**src/rtl/lcd_timing_pkg.sv**
```systemverilog
// lcd_timing_pkg: RGB565 field widths, counter width default and receiver FSM states
package lcd_timing_pkg;
  localparam int R_W       = 5;
  localparam int G_W       = 6;
  localparam int B_W       = 5;
  localparam int PIX_W     = R_W + G_W + B_W;
  localparam int CNT_W_DEF = 11;
  typedef enum logic [1:0] {SEARCH, VBLANK, ACTIVE, HBLANK} lcd_state_e;
endpackage

```
**src/rtl/lcd_sat_counter.sv**
```systemverilog
// lcd_sat_counter: up-counter with synchronous clear (priority), enable and saturation at MAX
// Ports: PixelClk/nRST clock and async active-low reset; clr, en controls;
//   cnt registered count; nxt value cnt takes at the next edge.
module lcd_sat_counter #(
  parameter int W   = 11,
  parameter int MAX = 2**W - 1
) (
  input  logic         PixelClk,
  input  logic         nRST,
  input  logic         clr,
  input  logic         en,
  output logic [W-1:0] cnt,
  output logic [W-1:0] nxt
);
  localparam logic [W-1:0] TOP = W'(MAX);
  always_comb nxt = clr ? '0 : (en && cnt != TOP) ? cnt + W'(1) : cnt;
  always_ff @(posedge PixelClk or negedge nRST)
    if (!nRST) cnt <= '0;
    else cnt <= nxt;
endmodule

```
**src/rtl/lcd_de_rx.sv**
```systemverilog
// lcd_de_rx: DE-mode RGB565 panel stream receiver with pixel coordinates and frame timing lock
// Ports: PixelClk/nRST clock and async active-low reset; LCD_DE/LCD_R/LCD_G/LCD_B panel input;
//   pix_valid/pix_data/pix_x/pix_y/sof/eol pixel output, 2 cycles after input;
//   frame_width/frame_height size of the last completed frame; lock stable timing;
//   err one-cycle pulse at the eol of a line whose width differs from line 0.
module lcd_de_rx
  import lcd_timing_pkg::*;
#(
  parameter int VBLANK_MIN = 1200,
  parameter int CNT_W      = CNT_W_DEF
) (
  input  logic             PixelClk,
  input  logic             nRST,
  input  logic             LCD_DE,
  input  logic [R_W-1:0]   LCD_R,
  input  logic [G_W-1:0]   LCD_G,
  input  logic [B_W-1:0]   LCD_B,
  output logic             pix_valid,
  output logic [PIX_W-1:0] pix_data,
  output logic [CNT_W-1:0] pix_x,
  output logic [CNT_W-1:0] pix_y,
  output logic             sof,
  output logic             eol,
  output logic [CNT_W-1:0] frame_width,
  output logic [CNT_W-1:0] frame_height,
  output logic             lock,
  output logic             err
);
  localparam logic [CNT_W-1:0] VB_TOP = CNT_W'(VBLANK_MIN);
  lcd_state_e st, st_nxt;
  logic de1;
  logic [PIX_W-1:0] rgb1;
  logic [CNT_W-1:0] idle_unused, idle_nxt, x_nxt, y_nxt, ref_w, wid, hgt;
  logic reached, pix, start_frame, start_line, fend, eol_now, mismatch, bad;
  always_ff @(posedge PixelClk or negedge nRST)
    if (!nRST) begin
      de1  <= 1'b0;
      rgb1 <= '0;
    end else begin
      de1  <= LCD_DE;
      rgb1 <= {LCD_R, LCD_G, LCD_B};
    end
  // the idle count includes the current stage-1 sample, so reached can only be true while DE is low
  assign reached     = idle_nxt == VB_TOP;
  assign pix         = de1 && st != SEARCH;
  assign start_frame = de1 && st == VBLANK;
  assign start_line  = de1 && (st == VBLANK || st == HBLANK);
  assign fend        = reached && st == HBLANK;
  // the raw input is one sample ahead of stage 1, so it tells whether this pixel ends the line
  assign eol_now     = pix && !LCD_DE;
  assign wid         = &x_nxt ? x_nxt : x_nxt + CNT_W'(1);
  assign hgt         = &pix_y ? pix_y : pix_y + CNT_W'(1);
  assign mismatch    = eol_now && y_nxt != '0 && wid != ref_w;
  always_comb begin
    st_nxt = st;
    case (st)
      SEARCH:  st_nxt = reached ? VBLANK : SEARCH;
      VBLANK:  st_nxt = de1 ? ACTIVE : VBLANK;
      ACTIVE:  st_nxt = de1 ? ACTIVE : HBLANK;
      HBLANK:  st_nxt = de1 ? ACTIVE : reached ? VBLANK : HBLANK;
      default: st_nxt = SEARCH;
    endcase
  end
  lcd_sat_counter #(.W(CNT_W), .MAX(VBLANK_MIN)) u_idle (
    .PixelClk(PixelClk), .nRST(nRST), .clr(de1), .en(!de1), .cnt(idle_unused), .nxt(idle_nxt)
  );
  lcd_sat_counter #(.W(CNT_W)) u_pix (
    .PixelClk(PixelClk), .nRST(nRST), .clr(start_line), .en(pix), .cnt(pix_x), .nxt(x_nxt)
  );
  lcd_sat_counter #(.W(CNT_W)) u_line (
    .PixelClk(PixelClk), .nRST(nRST), .clr(start_frame), .en(start_line && st == HBLANK),
    .cnt(pix_y), .nxt(y_nxt)
  );
  always_ff @(posedge PixelClk or negedge nRST)
    if (!nRST) begin
      st           <= SEARCH;
      pix_valid    <= 1'b0;
      pix_data     <= '0;
      sof          <= 1'b0;
      eol          <= 1'b0;
      err          <= 1'b0;
      bad          <= 1'b0;
      ref_w        <= '0;
      frame_width  <= '0;
      frame_height <= '0;
      lock         <= 1'b0;
    end else begin
      st        <= st_nxt;
      pix_valid <= pix;
      pix_data  <= rgb1;
      sof       <= start_frame;
      eol       <= eol_now;
      err       <= mismatch;
      bad       <= start_frame ? 1'b0 : bad | mismatch;
      if (eol_now && y_nxt == '0) ref_w <= wid;
      // zeroed size registers never match a real frame, so the first frame after reset cannot lock
      if (fend) begin
        frame_width  <= ref_w;
        frame_height <= hgt;
        lock         <= !bad && ref_w == frame_width && hgt == frame_height;
      end
    end
endmodule

```
**config.mk**
```make
export PLATFORM = sky130hd
export DESIGN_NAME = lcd_de_rx
export DESIGN_NICKNAME = d
export VERILOG_FILES = /design/src/rtl/lcd_timing_pkg.sv /design/src/rtl/lcd_sat_counter.sv /design/src/rtl/lcd_de_rx.sv
export SDC_FILE = /design/constraint.sdc
export NUM_CORES = 1
export LEC_CHECK = 0
export BUFFER_PORTS_ARGS = -buffer_cell sky130_fd_sc_hd__buf_2
export CAP_MARGIN = 0
export CORE_UTILIZATION = 45
export CTS_CLUSTER_SIZE = 28
export DETAILED_ROUTE_END_ITERATION = 10
export PLACE_DENSITY = 0.71
export SLEW_MARGIN = 20
export SYNTH_ARGS = -nofsm -noshare
export SYNTH_HDL_FRONTEND = slang
export SYNTH_SLANG_ARGS = --single-unit
```
**constraint.sdc**
```tcl
create_clock -name PixelClk -period 4.15 [get_ports PixelClk]
set_input_delay 0.6225 -clock PixelClk [delete_from_list [all_inputs] [get_ports PixelClk]]
set_output_delay 0.6225 -clock PixelClk [all_outputs]
set_load 0.005 [all_outputs]
```
======== After elaboration in Yosys (flattened, before gate mapping) ========
Index checks and enable logic that the tools add are counted.
W data, S select, Z words.
word-level totals
  flip-flop bits (word level) ............. 107
  latch bits .............................. 0
  bits in writable memories ............... 0
  memory bits (read-only) ................. 0
  input port bits ......................... 19
  output and inout port bits .............. 65
  logic and storage cells ................. 70
  memories ................................ 0
operators by class
  $add $sub $neg .......................... 4
  multipliers ............................. 0
  divide/modulo/power cells ............... 0
  $lt $le $gt $ge ......................... 0
  eq/ne operators ......................... 10
  shift-type cells ........................ 0
  muxes and demuxes ....................... 15
  bitwise gates (word level) .............. 1
  reduce and logical (&&, ||, !) cells .... 24
operators with widths
  operator                 number
  $mux W11                 8
  $add A11 B1 Y11 const B  4
  $ne A11 B11 Y1 const B   3
  $eq A11 B11 Y1           2
  $reduce_and A11 Y1       2
  $logic_and A1 B1 Y1      14
  $eq A11 B11 Y1 const B   1
  $logic_not A11 Y1        1
  $ne A11 B11 Y1           1
  $reduce_bool A11 Y1      1
  $pmux W2 S4              1
  $mux W2                  3
  $eq A2 B2 Y1 const B     2
  $logic_not A1 Y1         3
  $mux W1                  3
  $eq A2 B1 Y1 const B     1
  $logic_not A2 Y1         1
  $reduce_bool A2 Y1       1
  $logic_or A1 B1 Y1       1
  $or A1 B1 Y1             1

======== Depth between registers and ports, before layout ========
  word-level depth ........................ 12
  gate-level depth with buffers ........... 15
  mapped depth without buffers ............ 13

======== Modules after synthesis ========
Synthesis repeated with hierarchy kept, for this count alone.
unflattened totals
  cells, all modules ...................... 530
  area, all modules ....................... 5482.8 um2
modules (own cells, without submodules)
  module                         times used  cells an instance  area each (um2)  sequential area each (um2)
  lcd_de_rx                      1           337                3535.9           1851.8
  lcd_sat_counter at u_line ...  2           60                 630.6            275.3
  lcd_sat_counter at u_idle      1           73                 685.7            275.3

======== Worst setup path after synthesis ========
No wires, ideal clock.
  path type ............................... register -> register
  start point ............................. register u_pix.cnt[0]
  end point ............................... register bad
  setup time .............................. 133 ps
  arrival time ............................ 3462 ps
  required time ........................... 4017 ps
  path slack .............................. 555 ps
  stages on the path, launching flop included .. 15
  path buffers ............................ 1
  period minus slack after synthesis ...... 3595 ps
  path through ............................ dfrtp_1 > ha_1 > nand3_1 > o31ai_1 > xor2_1 > nor2_1 > ha_1 > and3_4 > and2_1 > buf_4 > nand2_2 > a2bb2oi_1 > a2111o_1 > a2111oi_4 > a31oi_1
between the ends
  longest elaborated chain between the ends .. 10
  elaborated cells between the ends (all ways) .. 12
  those cells by class .................... add/sub (2); eq/ne (2); mux (4); bitwise (1); reduce/logical (3)
ends and longest elaborated chain
  item                                                     RTL line               text
  from (decl)                                              lcd_sat_counter.sv:12  output logic [W-1:0] cnt,
  from (signal assigned)                                   lcd_sat_counter.sv:19  else cnt <= nxt;
  branches (longest 2 deep; another with $add A11 B1 Y11)  --
  $mux W11 * (2 in series)                                 lcd_sat_counter.sv:16  always_comb nxt = clr ? '0 : (en && cnt != TOP) ? cnt + W'(1) : cnt;
  via u_pix.nxt[0]                                         lcd_sat_counter.sv:13  output logic [W-1:0] nxt
  $add A11 B1 Y11 or $reduce_and A11 Y1 (tied branches)    lcd_de_rx.sv:51        assign wid = &x_nxt ? x_nxt : x_nxt + CNT_W'(1);
  $mux W11 *                                               lcd_de_rx.sv:51
  $ne A11 B11 Y1 *                                         lcd_de_rx.sv:53        assign mismatch = eol_now && y_nxt != '0 && wid != ref_w;
  $logic_and A1 B1 Y1 *                                    lcd_de_rx.sv:53
  $or A1 B1 Y1 *                                           lcd_de_rx.sv:94        bad <= start_frame ? 1'b0 : bad | mismatch;
  $mux W1 *                                                lcd_de_rx.sv:94
  to (signal assigned)                                     lcd_de_rx.sv:94
  to (decl)                                                lcd_de_rx.sv:34        logic reached, pix, start_frame, start_line, fend, eol_now, mismatch, bad;
Mark *: on every way through the listed nets, which the timed path passes.
A chain may end at the register's enable or synchronous reset.

======== Final worst setup path ========
  start point ............................. register u_pix.cnt[0]
  end point ............................... register bad
between the ends
  longest elaborated chain between the ends .. 10
  elaborated cells between the ends (all ways) .. 12
  those cells by class .................... add/sub (2); eq/ne (2); mux (4); bitwise (1); reduce/logical (3)
ends and longest elaborated chain
  item                                                     RTL line
  branches (longest 2 deep; another with $add A11 B1 Y11)  --
  $mux W11 * (2 in series)                                 lcd_sat_counter.sv:16
  $add A11 B1 Y11 or $reduce_and A11 Y1 (tied branches)    lcd_de_rx.sv:51
  $mux W11 *                                               lcd_de_rx.sv:51
  $ne A11 B11 Y1 *                                         lcd_de_rx.sv:53
  $logic_and A1 B1 Y1 *                                    lcd_de_rx.sv:53
  $or A1 B1 Y1 *                                           lcd_de_rx.sv:94
  $mux W1 *                                                lcd_de_rx.sv:94
Mark *: on every way between the ends.

==> metrics.yaml <==
drv_slew: 0
syn_area_mm2: 0.00549
routed_wl_um: 12900
p_comb_frac: 0.025
fp-row-count: 39
grt_pass1_vias: 4368
power.leakage_nw: 3.11
path_clk_slew_ns: 0.07
seq_power_share: 0.524
final.min_clock_period_ns: 3.86
coreArea_mm2: 0.0117
detail-route-antenna-nets: 0
synthCells: 545
regToRegEndpoint: "bad$_DFF_PN0_"
syn2layout_area_growth_pct: 15.9
die-area_mm2: 0.0126
fin_worst_skew_ns: 0.00791
clkPwrFrac: 0.451
drtIter0Drc: 379
boundaryPins: 84
vias: 4472
hpwl_um: 9250
cts_setup_buffers: 0
synth_edf_count: 0
final_layout_size_suffix_gt1_frac: 0.223
layout_commonest_cell: "dfrtp_1"
final_cell_mix: "dfrtp_1 (107), buf_2 (82), nand2_1 (44), nor2_1 (43), o21ai_0 (32)"
place.gp.congestion: 0.888
h-tree-depth: 3
cellPowerDensity_mw_per_mm2: 320
clock_sinks: 107
nets: 644
postSynth.asyncResetShare: 1.00
diodes: 0
synth_flop_cell: "dfrtp_1"
root_buffer: "clkbuf_16"
cap_violations: 0
cp.required_ns: 4.38
seq_area_frac_synth: 0.488
port_buffers: 83
criticalPathCategory: "reg2reg"
critPathArrivalTime_ns: 4.09
placed_area_mm2: 0.00604
avgViaCountPerCell: 5.83
path_max_fanout: 8
dr.pass1.iters: 5
vdd_drop_max_v: 0.000158
hold_viol: 0
grt_pass1_wl_um: 21700
holdBufCountCts: 0
syn-num-nets: 569
rr_worst_depth: 11
antenna_found_initial: 0
clock_path_buffers: 2
synth_cell_types: 75
yosys_warnings: 0
die_x_um: 112
setup_viol: 0
cts_tree: "yes"
p_int_mw: 1.61
numCtsBuffers: 9
netSwitchingPower_mw: 0.428
start_util: 0.471
setup_tns_ns: 0
outcome: "finished clean"
r2r_slack_ns: 0.29
hp-class: "in2async"
wl_per_cell_um: 16.9
track_usage: 0.218
fin_crit_sh: 0.930
reg2reg_from: "u_pix.cnt[0]$_DFF_PN0_"
start_kind: "flop"
gr-total-overflow: 0
avgSynthCellArea_um2: 10.1
tightest_slew_ns: 0.715
insertion_delay_ns: 0.35
rsz0062_at_grt: "no"
die_y_um: 112
grt_max_degree: 80
switching_share: 0.210
cp-end-kind: "flop"
fmax_mhz: 259
drcViolationCount: 0
synth_seq_cells: 107
slew_headroom: 0.524
final_area_mm2: 0.00636
[worst max-delay path, cell delays in order (launching register included)]
cell and delay (ns):
dfrtp_1 0.48, ha_2 0.31, nand3_1 0.15, or3_2 0.59
a21oi_1 0.30, and2_1 0.31, and4b_1 0.24, mux2i_1 0.26
and2b_2 0.25, a2111o_1 0.38, a2111oi_4 0.33, a31oi_1 0.13
[repair_timing]
| action | CTS | global route |
|---|---|---|
| gates resized for setup | 0 | 2 |
| setup endpoints to repair | 0 | 2 |
| endpoints found under the hold margin | 0 | 0 |
[cell usage after synthesis, drive strengths merged (3+ instances only)]
cell type	instances	area [µm²]
ha	5	62.6
and3	9	61.3
inv	12	45.0
nand4b	4	35.0
clkbuf	21	78.8
a31oi	8	50.1
o31ai	6	45.0
a41oi	3	26.3
a21oi	23	119
xor2	26	228
nor3	10	50.1
nand3	25	125
nand4	14	100
o21ai	32	160
a2111oi	4	72.6
nor4	7	43.8
nor2	43	161
buf	9	52.6
nand2	45	171
mux2	15	169
mux2i	6	60.1
dfrtp	107	2680
and2	19	120
and4	4	36.3
xnor2	24	210
or3	3	20.0
a21o	5	37.5
nand3b	4	30.0
a22o	5	43.8
[area by class of cell]
class / count / area, µm²
timing repair buffer: 94 / 504
sequential: 107 / 2680
multi-input combinational: 395 / 2640
clock inverter: 5 / 86.3
tap: 143 / 179
clock buffer: 10 / 229
fill: 1023 / 5300
inverter: 13 / 48.8
[power groups by stage]
stage / Clock (mW) / Combinational (mW) / Sequential, mW
5_1_grt: 0.975 / 0.0587 / 1.07
3_5_place_dp: 0 / 0.0522 / 1.09
3_3_place_gp: 0 / 0.0501 / 1.09
2_1_floorplan: 0 / 0.0103 / 1.09
4_1_cts: 0.942 / 0.0523 / 1.07
6_report: 0.919 / 0.0505 / 1.07
[per-layer routing]
layer,vias up,share of wire,track usage
met5,-,0,0
met3,24,0.044,0.0302
met2,151,0.50,0.369
li1,2115,-,-
met4,0,0.024,0.0862
met1,2182,0.43,0.284
[kinds of logic (layout without fill, tap and decap cells)]
group | count (synthesis) | in the layout | share of synthesized area
xor+xnor | 50 | 50 | 0.0798
fa+ha+maj | 5 | 5 | 0.0114
buf+inv | 43 | 122 | 0.0328
simple gates | 203 | 203 | 0.197
flops | 107 | 107 | 0.488
compound gates | 116 | 116 | 0.150
mux | 21 | 21 | 0.0417
[how the worst max path moves through the flow]
stage / startpoint / endpoint / cells past startpoint
after floorplan: u_pix.cnt[0]$_DFF_PN0_ / bad$_DFF_PN0_ / 14
after global placement: u_pix.cnt[0]$_DFF_PN0_ / bad$_DFF_PN0_ / 11
after detailed placement: u_pix.cnt[0]$_DFF_PN0_ / bad$_DFF_PN0_ / 13
after CTS: u_pix.cnt[0]$_DFF_PN0_ / bad$_DFF_PN0_ / 13
after global routing: u_pix.cnt[0]$_DFF_PN0_ / bad$_DFF_PN0_ / 11
final: u_pix.cnt[0]$_DFF_PN0_ / bad$_DFF_PN0_ / 11
[state kept, by name, summed over array words and instances (netlist names), 2 cells and up]
name	count
ref_w	11
u_idle.cnt	11
u_pix.cnt	11
rgb1	16
frame_width	11
pix_data	16
u_line.cnt	11
frame_height	11
st	2
[through the flow]
stage	std cells	power, mW	utilization	worst slack, ns	hold slack, ns
5_1_grt	767	2.10	0.546	0.0625	0.353
3_3_place_gp	752	1.14	0.518	0.450	0.331
6_report	767	2.04	0.546	0.289	0.304
2_1_floorplan	545	1.10	-	0.555	0.327
4_1_cts	767	2.06	0.545	0.162	0.350
3_5_place_dp	752	1.14	0.518	0.212	0.335
No activity file was read; power rests on OpenSTA's default activity.
